## src/rtl/noc_pkg.sv

```systemverilog
// Shared NoC definitions: flit field layout, flit/port/state encodings and XY routing.
package noc_pkg;

   typedef enum logic [1:0] {
      FT_HEAD   = 2'b00,
      FT_BODY   = 2'b01,
      FT_TAIL   = 2'b10,
      FT_SINGLE = 2'b11
   } flit_type_t;

   typedef enum logic [2:0] {
      LOCAL = 3'd0,
      NORTH = 3'd1,
      EAST  = 3'd2,
      SOUTH = 3'd3,
      WEST  = 3'd4
   } port_t;

   typedef enum logic [1:0] {
      IDLE   = 2'd0,
      ROUTE  = 2'd1,
      ACTIVE = 2'd2
   } ibuf_state_t;

   localparam int FLIT_TYPE_MSB = 33;
   localparam int FLIT_TYPE_LSB = 32;
   localparam int DEST_X_MSB    = 7;
   localparam int DEST_X_LSB    = 4;
   localparam int DEST_Y_MSB    = 3;
   localparam int DEST_Y_LSB    = 0;

   // Dimension-order routing: resolve X completely before moving in Y.
   function automatic port_t xy_route(input logic [3:0] dest_x, input logic [3:0] dest_y,
                                      input logic [3:0] rx, input logic [3:0] ry);
      if (dest_x > rx)      return EAST;
      else if (dest_x < rx) return WEST;
      else if (dest_y > ry) return NORTH;
      else if (dest_y < ry) return SOUTH;
      else                  return LOCAL;
   endfunction

endpackage

```

## src/rtl/flit_fifo.sv

```systemverilog
// Synchronous show-ahead FIFO; a push into a full FIFO is accepted only alongside a pop.
module flit_fifo #(
   parameter int DEPTH = 4,
   parameter int WIDTH = 34
) (
   input  logic             clk,
   input  logic             rst,
   input  logic             push,
   input  logic             pop,
   input  logic [WIDTH-1:0] din,
   output logic             full,
   output logic             empty,
   output logic [WIDTH-1:0] front
);
   localparam int AW = $clog2(DEPTH);

   logic [WIDTH-1:0] mem [DEPTH];
   logic [AW-1:0]    wr_ptr_reg;
   logic [AW-1:0]    rd_ptr_reg;
   logic [AW:0]      count_reg;
   logic             do_push;
   logic             do_pop;

   assign full    = (count_reg == (AW+1)'(DEPTH));
   assign empty   = (count_reg == '0);
   assign do_pop  = pop && !empty;
   assign do_push = push && (!full || do_pop);
   assign front   = mem[rd_ptr_reg];

   always_ff @(posedge clk) begin
      if (do_push) mem[wr_ptr_reg] <= din;
   end

   always_ff @(posedge clk) begin
      if (rst) begin
         wr_ptr_reg <= '0;
         rd_ptr_reg <= '0;
         count_reg  <= '0;
      end else begin
         if (do_push) wr_ptr_reg <= wr_ptr_reg + AW'(1);
         if (do_pop)  rd_ptr_reg <= rd_ptr_reg + AW'(1);
         count_reg <= count_reg + {{AW{1'b0}}, do_push} - {{AW{1'b0}}, do_pop};
      end
   end

endmodule

```

## src/rtl/input_port_buffer.sv

```systemverilog
// Router input port: flit FIFO, XY route of the head flit, allocator request/grant and credits.
// Optional INBUF_STATS_EN adds flit_count and stall_count outputs.
module input_port_buffer #(
   parameter int         DEPTH    = 4,
   parameter int         FLIT_W   = 34,
   parameter logic [3:0] ROUTER_X = 4'd0,
   parameter logic [3:0] ROUTER_Y = 4'd0
) (
   input  logic              clk,
   input  logic              rst,
   input  logic              in_valid,
   input  logic [FLIT_W-1:0] in_flit,
   output logic              credit_out,
   output logic              req,
   output logic [2:0]        dport,
   input  logic              grant,
   output logic              out_valid,
   output logic [FLIT_W-1:0] out_flit,
   output logic              overflow_err
`ifdef INBUF_STATS_EN
   ,
   output logic [31:0]       flit_count,
   output logic [31:0]       stall_count
`endif
);
   import noc_pkg::*;

   ibuf_state_t       state_reg;
   port_t             dport_reg;
   logic              out_valid_reg;
   logic [FLIT_W-1:0] out_flit_reg;
   logic              credit_reg;
   logic              overflow_reg;

   logic              fifo_full;
   logic              fifo_empty;
   logic [FLIT_W-1:0] front;
   flit_type_t        front_type;
   logic              front_is_head;
   logic              front_is_tail;
   logic              req_int;
   logic              grant_pop;
   logic              pop;

   flit_fifo #(.DEPTH(DEPTH), .WIDTH(FLIT_W)) u_fifo (
      .clk   (clk),
      .rst   (rst),
      .push  (in_valid),
      .pop   (pop),
      .din   (in_flit),
      .full  (fifo_full),
      .empty (fifo_empty),
      .front (front)
   );

   // Stray BODY/TAIL flits reaching the front while idle are dropped but still return a credit.
   always_comb begin
      front_type    = flit_type_t'(front[FLIT_TYPE_MSB:FLIT_TYPE_LSB]);
      front_is_head = (front_type == FT_HEAD) || (front_type == FT_SINGLE);
      front_is_tail = (front_type == FT_TAIL) || (front_type == FT_SINGLE);
      req_int       = (state_reg == ACTIVE) && !fifo_empty;
      grant_pop     = req_int && grant;
      pop           = grant_pop || ((state_reg == IDLE) && !fifo_empty && !front_is_head);
   end

   always_ff @(posedge clk) begin
      if (rst) begin
         state_reg     <= IDLE;
         dport_reg     <= LOCAL;
         out_valid_reg <= 1'b0;
         out_flit_reg  <= '0;
         credit_reg    <= 1'b0;
         overflow_reg  <= 1'b0;
      end else begin
         out_valid_reg <= grant_pop;
         credit_reg    <= pop;
         if (grant_pop) out_flit_reg <= front;
         if (in_valid && fifo_full && !pop) overflow_reg <= 1'b1;
         case (state_reg)
            IDLE: begin
               if (!fifo_empty && front_is_head) state_reg <= ROUTE;
            end
            ROUTE: begin
               dport_reg <= xy_route(front[DEST_X_MSB:DEST_X_LSB], front[DEST_Y_MSB:DEST_Y_LSB],
                                     ROUTER_X, ROUTER_Y);
               state_reg <= ACTIVE;
            end
            ACTIVE: begin
               if (grant_pop && front_is_tail) state_reg <= IDLE;
            end
            default: state_reg <= IDLE;
         endcase
      end
   end

   assign req          = req_int;
   assign dport        = dport_reg;
   assign out_valid    = out_valid_reg;
   assign out_flit     = out_flit_reg;
   assign credit_out   = credit_reg;
   assign overflow_err = overflow_reg;

`ifdef INBUF_STATS_EN
   logic [31:0] flit_count_reg;
   logic [31:0] stall_count_reg;

   always_ff @(posedge clk) begin
      if (rst) begin
         flit_count_reg  <= '0;
         stall_count_reg <= '0;
      end else begin
         if (pop) flit_count_reg <= flit_count_reg + 32'd1;
         if (req_int && !grant) stall_count_reg <= stall_count_reg + 32'd1;
      end
   end

   assign flit_count  = flit_count_reg;
   assign stall_count = stall_count_reg;
`endif

endmodule

```

## config.mk

```make
export PLATFORM = sky130hd
export DESIGN_NAME = input_port_buffer
export DESIGN_NICKNAME = d
export VERILOG_FILES = /design/src/rtl/noc_pkg.sv /design/src/rtl/flit_fifo.sv /design/src/rtl/input_port_buffer.sv
export SDC_FILE = /design/constraint.sdc
export NUM_CORES = 1
export LEC_CHECK = 0
export BUFFER_PORTS_ARGS = -buffer_cell sky130_fd_sc_hd__clkbuf_2
export CORE_MARGIN = 2
export CORE_UTILIZATION = 60
export CTS_BUF_LIST = sky130_fd_sc_hd__clkbuf_4
export DETAILED_ROUTE_END_ITERATION = 8
export GPL_ROUTABILITY_DRIVEN = 1
export PLACE_DENSITY = 0.87
export SLEW_MARGIN = 15
export SYNTH_ARGS = -nofsm -noshare
export SYNTH_HDL_FRONTEND = slang
export SYNTH_SLANG_ARGS = --single-unit
```

## constraint.sdc

```tcl
create_clock -name clk -period 4.2 [get_ports clk]
set_input_delay 0.84 -clock clk [delete_from_list [all_inputs] [get_ports clk]]
set_output_delay 0.84 -clock clk [all_outputs]
set_load 0.01 [all_outputs]
```

==> results of run 1 <==
==> layer usage <==
metal / vias to the layer above / global-route usage / routed length [microns]
met5: - / 0 / 0
met4: 0 / 0.0900 / 233
met3: 18 / 0.0508 / 781
met2: 143 / 0.375 / 6640
met1: 1810 / 0.281 / 5160
li1: 1708 / - / -
==> cell families after synthesis <==
kind of cell               synth area share
DFF                                   0.741
and+or+nand+nor                      0.0638
AOI/OAI and AO/OA                    0.0356
muxes                                 0.114
buffers and inverters                0.0213
adders and majority gates            0.0175
xor gates and xnor gates            0.00638
other                              0.000547
==> power by group <==
group          total (mW)  switching, mW  internal [mW]
Sequential           2.29         0.0865           2.20
Clock                1.04          0.551          0.491
Combinational       0.823          0.457          0.365
Total                4.15           1.09           3.06
==> cell usage after synthesis (all sizes together) <==
library cell  instances  area [sq um]
nand3                 2          10.0
or2b                  1          7.51
dfxtp                50          1000
clkbuf                7          26.3
nor3                  2          10.0
o41ai                 1          8.76
o31a                  1          8.76
a21oi                36           180
a2111oi               1          27.5
nor3b                 1          7.51
ha                    8           100
xor2                  3          26.3
nand2b                2          12.5
edfxtp              136          4080
mux2i                 3          30.0
nand3b                2          15.0
buf                  15          93.8
nor2b                 2          12.5
xnor2                 2          17.5
nand2                71           267
nor4                  2          12.5
and2                  4          25.0
a41oi                 1          8.76
inv                   7          26.3
nor4bb                1          10.0
o21ai                 2          10.0
conb                  1          3.75
mux4                 33           751
fa                    1          20.0
nor2                 13          48.8
==> metrics by stage <==
step	setup slack (ns)	hold WS, ns	util	cells
floorplan	0.836	0.476	-	411
global placement	1.05	0.442	0.659	621
detailed placement	0.883	0.447	0.659	621
CTS	0.805	0.463	0.688	653
global route	0.584	0.487	0.688	653
finish	0.847	0.461	0.688	653
==> final cells by class <==
cell class	instances	area [sq um]
flip-flops and latches	186	5090
fillers	739	3520
multi-input cells	196	1650
repair buffers	89	488
well taps	143	179
clock inverters	12	173
clock buffers	20	150
inverters	7	26.3
==> worst min-delay path, cell delays in order, from the launching register on <==
cell and delay, ns:
dfxtp_1 0.33, nand2_1 0.05, a21oi_1 0.05
==> worst paths after layout <==
check / startpoint / depth (start not counted) / end / slack [ns]
worst max register to register: flop / 14 / u_fifo.count_reg[2] / 0.85
worst max-delay path: flop / 14 / u_fifo.count_reg[2] / 0.85
worst min-delay path: out_flit[4] / 2 / out_flit[4] / 0.46
worst min register to register: out_flit[4] / 2 / out_flit[4] / 0.46
==> impl_metrics.toml, run 1 <==
[status]
outcome = "complete, no violations"

[clocking]
cts_buffers = 17
post_cts_resized = 0
clk_latency_ns = 0.52
htreeDepth = 4
clock_sinks = 186
clkTransAtPathRegs_ns = 0.14
cts.path.max_buffers = 2
cts_root_buf = "clkbuf_4"
cts_hold_buf = 0
post_cts_buffers = 0
cts_tree = "done"

[power_and_ir_drop]
powerDensity_nw_per_um2 = 535
power_mw = 4.15
ir_worst_vdd_mv = 0.321
power.leakage_nw = 2.68

[logic_synthesis]
yosysWarnings = 0
syn-instance-count = 411
synth-seq-area-share = 0.741
syn-mean-instance-area_sq_um = 16.7
synth_cell_types = 34
synth_fp_nets = 458
synth-seq-cells = 186
synthesis.area_sq_um = 6860

[route]
first_iter_violations = 305
dr.pass1.iters = 4
ant_nets = 0
finalWirelength_microns = 12800
num_vias = 3679
drc = 0
wl_per_cell_microns = 19.6
via_per_inst = 5.63

[hold_path]
hold_path.class = "reg -> reg"

[floorplanning]
fp-row-count = 39
die_x_microns = 111
start_util = 0.609
io_pins = 79
dieArea_sq_um = 12300
coreArea_sq_um = 11300
die_h_microns = 111

[global_routing]
grt_overflow = 0
track_usage = 0.222
first_global_vias = 3977
grt_pass1_wl_microns = 20700
antenna_found_initial = 0
grt_max_degree = 50

[placed_design]
routabilityCongestion = 0.765
dpl.hpwl_microns = 8230
io_buffers = 77
dpl_cell_area_sq_um = 7430

[critical_path]
worstPathMaxFanout = 4
start_kind = "flop"
path_cells = "mux4_2 -> inv_1 -> ha_1 -> nor4_1 -> nor2_1 -> inv_1 -> ha_1 -> inv_1 -> ha_1 -> inv_1 -> fa_1 -> xor2_1 -> xnor2_1 -> nor2_1"
cp_top_family = "adder cells"
crit_slowest_cell = "mux4_2"
crit_type = "reg -> reg"
critPathRequiredTime_ns = 4.58
worstPathArrival_ns = 3.73
cp_common_cell = "inv_1"
critPathBufInv = 4
critical_path.max_stage_delay_ns = 0.55
worstSetupEndpointType = "flop"

[flow_run]
cap_viol_max_count = 0

[timing]
final_hold_viol_count = 0
setup_tns_ns = 0
fin_crit_sh = 0.798
worst_slew_margin_rel = 0.284
fmax_mhz = 298
finalMaxSlewViolations = 0
worst_pin_slew_ns = 1.07
fin_crit_ns = 3.35
skew_ns = 0.0244
setup_viol = 0
grt_setup_unrepaired = "false"

[cells_and_area]
final_common_cell = "edfxtp_1"
final_area_sq_um = 7750
layout_common_cells = "136 x edfxtp_1, 77 x clkbuf_2, 71 x nand2_1, 48 x dfxtp_1, 36 x a21oi_1"
layout-drive-gt1-share = 0.310
fin_nets = 544
diodes = 0
largest_reg_flops = 136
syn_to_final_growth_pct = 13.0
No activity file was read; power rests on OpenSTA's default activity.
==> inputs of run 2 (changes only) <==
Settings changed: ABC_AREA set to 1, PLACE_DENSITY 0.87 to 0.86.
Clock period 4.2 ns to 3.3 ns, I/O delays scaled along.
==> impl_metrics.toml, run 2 <==
[logic_synthesis]
synth_edf_count = 136
synth_flop_cell = "edfxtp_1"
synth_fp_nets = 647
yosysTopAreaCell = "edfxtp_1"
yosysMostFrequentCell = "edfxtp_1"
synth-seq-cells = 186
synth_cell_types = 31
syn-instance-count = 600
yosys-top-cells-area = "edfxtp_1 58%, dfxtp_1 14%, nor2_1 4.6%, nand2_1 4.2%, o21ai_0 3.4%"
yosysWarnings = 0
synthesis.area_sq_um = 7100
netlist.area_leader.share = 0.575
async_flop_share = 0
synth-seq-area-share = 0.717
syn-mean-instance-area_sq_um = 11.8
synth_common_cells = "136 x edfxtp_1, 87 x nor2_1, 79 x nand2_1"

[cells_and_area]
diodes = 0
fin_nets = 719
layout-drive-gt1-share = 0.202
layout_common_cells = "136 x edfxtp_1, 83 x nor2_1, 79 x nand2_1, 77 x clkbuf_2, 49 x dfxtp_1"
syn_to_final_growth_pct = 12.0
final_core_util = 0.693
final_common_cell = "edfxtp_1"
fill_cells = 757
largest_reg_flops = 136

[timing]
final_hold_viol_count = 0
worst_slew_margin_rel = 0.623
setup_tns_ns = 0
timing.hold.ws_ns = 0.304
skew_ns = 0.0200
grt_setup_unrepaired = "false"
finalMaxSlewViolations = 0
worst_pin_slew_ns = 0.566
fin_crit_sh = 0.941
setup_viol = 0
fin_crit_ns = 3.10
fmax_mhz = 322

[clocking]
post_cts_resized = 0
htreeDepth = 4
post_cts_buffers = 0
clock_sinks = 186
cts_root_buf = "clkbuf_4"
cts_tree = "done"
cts.path.max_buffers = 2
clkTransAtPathRegs_ns = 0.14
cts_buffers = 17
clk_latency_ns = 0.57
cts_hold_buf = 0

[power_and_ir_drop]
ir_worst_vdd_mv = 0.615
power.leakage_nw = 2.93
powerDensity_nw_per_um2 = 705
power_mw = 5.60

[status]
outcome = "complete, no violations"

[floorplanning]
start_util = 0.619
dieArea_sq_um = 12700
coreArea_sq_um = 11500
die_x_microns = 113
fp-row-count = 39
die_h_microns = 113
io_pins = 79

[global_routing]
track_usage = 0.233
antenna_found_initial = 0
first_global_vias = 4668
grt_overflow = 0
grt_pass1_wl_microns = 22400
grt_max_degree = 59

[hold_path]
holdCritStartpoint = "in_flit[11]"
hold_path.class = "in -> reg"
hold_end = "u_fifo.mem[2][11]"
hold_path_depth = 1

[route]
dr.pass1.iters = 5
drc = 0
num_vias = 4773
ant_nets = 0
finalWirelength_microns = 14400
wl_per_cell_microns = 17.4
first_iter_violations = 394
via_per_inst = 5.77

[critical_path]
ff2ff_path_depth = 14
start_kind = "flop"
crit_type = "reg -> reg"
path_cells = "buf_4 -> nor2_1 -> o22ai_2 -> ha_1 -> inv_1 -> nand3_1 -> nand2_1 -> ha_1 -> inv_1 -> ha_1 -> inv_1 -> fa_1 -> o21ai_0 -> a21oi_1"
crit_slowest_cell = "dfxtp_2"
r2r_end = "u_fifo.count_reg[2]"
critPathRequiredTime_ns = 3.77
worstSetupEndpointType = "flop"
critical_path.max_stage_delay_ns = 0.55
critPathBufInv = 4
worstPathArrival_ns = 3.57
r2r_slack_ns = 0.20
worstPathMaxFanout = 29
cp_top_family = "adder cells"

[placed_design]
io_buffers = 77
dpl.hpwl_microns = 9480
routabilityCongestion = 0.843

[flow_run]
cap_viol_max_count = 0
[run 2: how the worst max path moves through the flow]
stage               from                   to  depth (start not counted)
finish              flop  u_fifo.count_reg[2]                         14
global route        flop  u_fifo.count_reg[2]                         14
CTS                 flop  u_fifo.count_reg[2]                         14
detailed placement  flop  u_fifo.count_reg[2]                         14
global placement    flop  u_fifo.count_reg[2]                         14
floorplan           flop     u_fifo.mem[0][0]                         12
[run 2: layout make-up]
type | count | area, sq um | area share
timing repair buffer | 92 | 548 | 0.0690
multi-input combinational | 351 | 1720 | 0.216
clock buffer | 20 | 150 | 0.0189
inverter | 24 | 92.6 | 0.0117
clock inverter | 11 | 174 | 0.0219
tap | 143 | 179 | 0.0225
sequential | 186 | 5090 | 0.640
[run 2: cell families (layout without fill, tap and decap cells)]
group	count (synthesis)	count (layout)	synth area share
AND/OR/NAND/NOR	219	219	0.127
other	1	1	0.000528
buffers and inverters	63	147	0.0465
adder cells (fa/ha/maj)	9	9	0.0169
AO/OA/AOI/OAI	122	122	0.0927
flip-flops	186	186	0.717
[run 2: where the power goes]
| part | total (mW) | internal, mW | leakage (nW) | switching, mW |
|---|---|---|---|---|
| Sequential | 2.91 | 2.80 | 1.65 | 0.117 |
| Clock | 1.35 | 0.625 | 0.166 | 0.721 |
| Combinational | 1.34 | 0.431 | 1.12 | 0.909 |
[run 2: through the flow]
step	instances	cell area, sq um	setup slack, ns
floorplan	600	7100	-0.191
global placement	796	7620	0.509
detailed placement	796	7620	0.336
CTS	827	7950	0.225
global route	827	7950	0.0331
finish	827	7950	0.196
[run 2: routing by layer]
metal,part of all wire,track usage
met5,0,0
met4,0.030,0.133
met3,0.085,0.0637
met1,0.40,0.296
met2,0.48,0.366
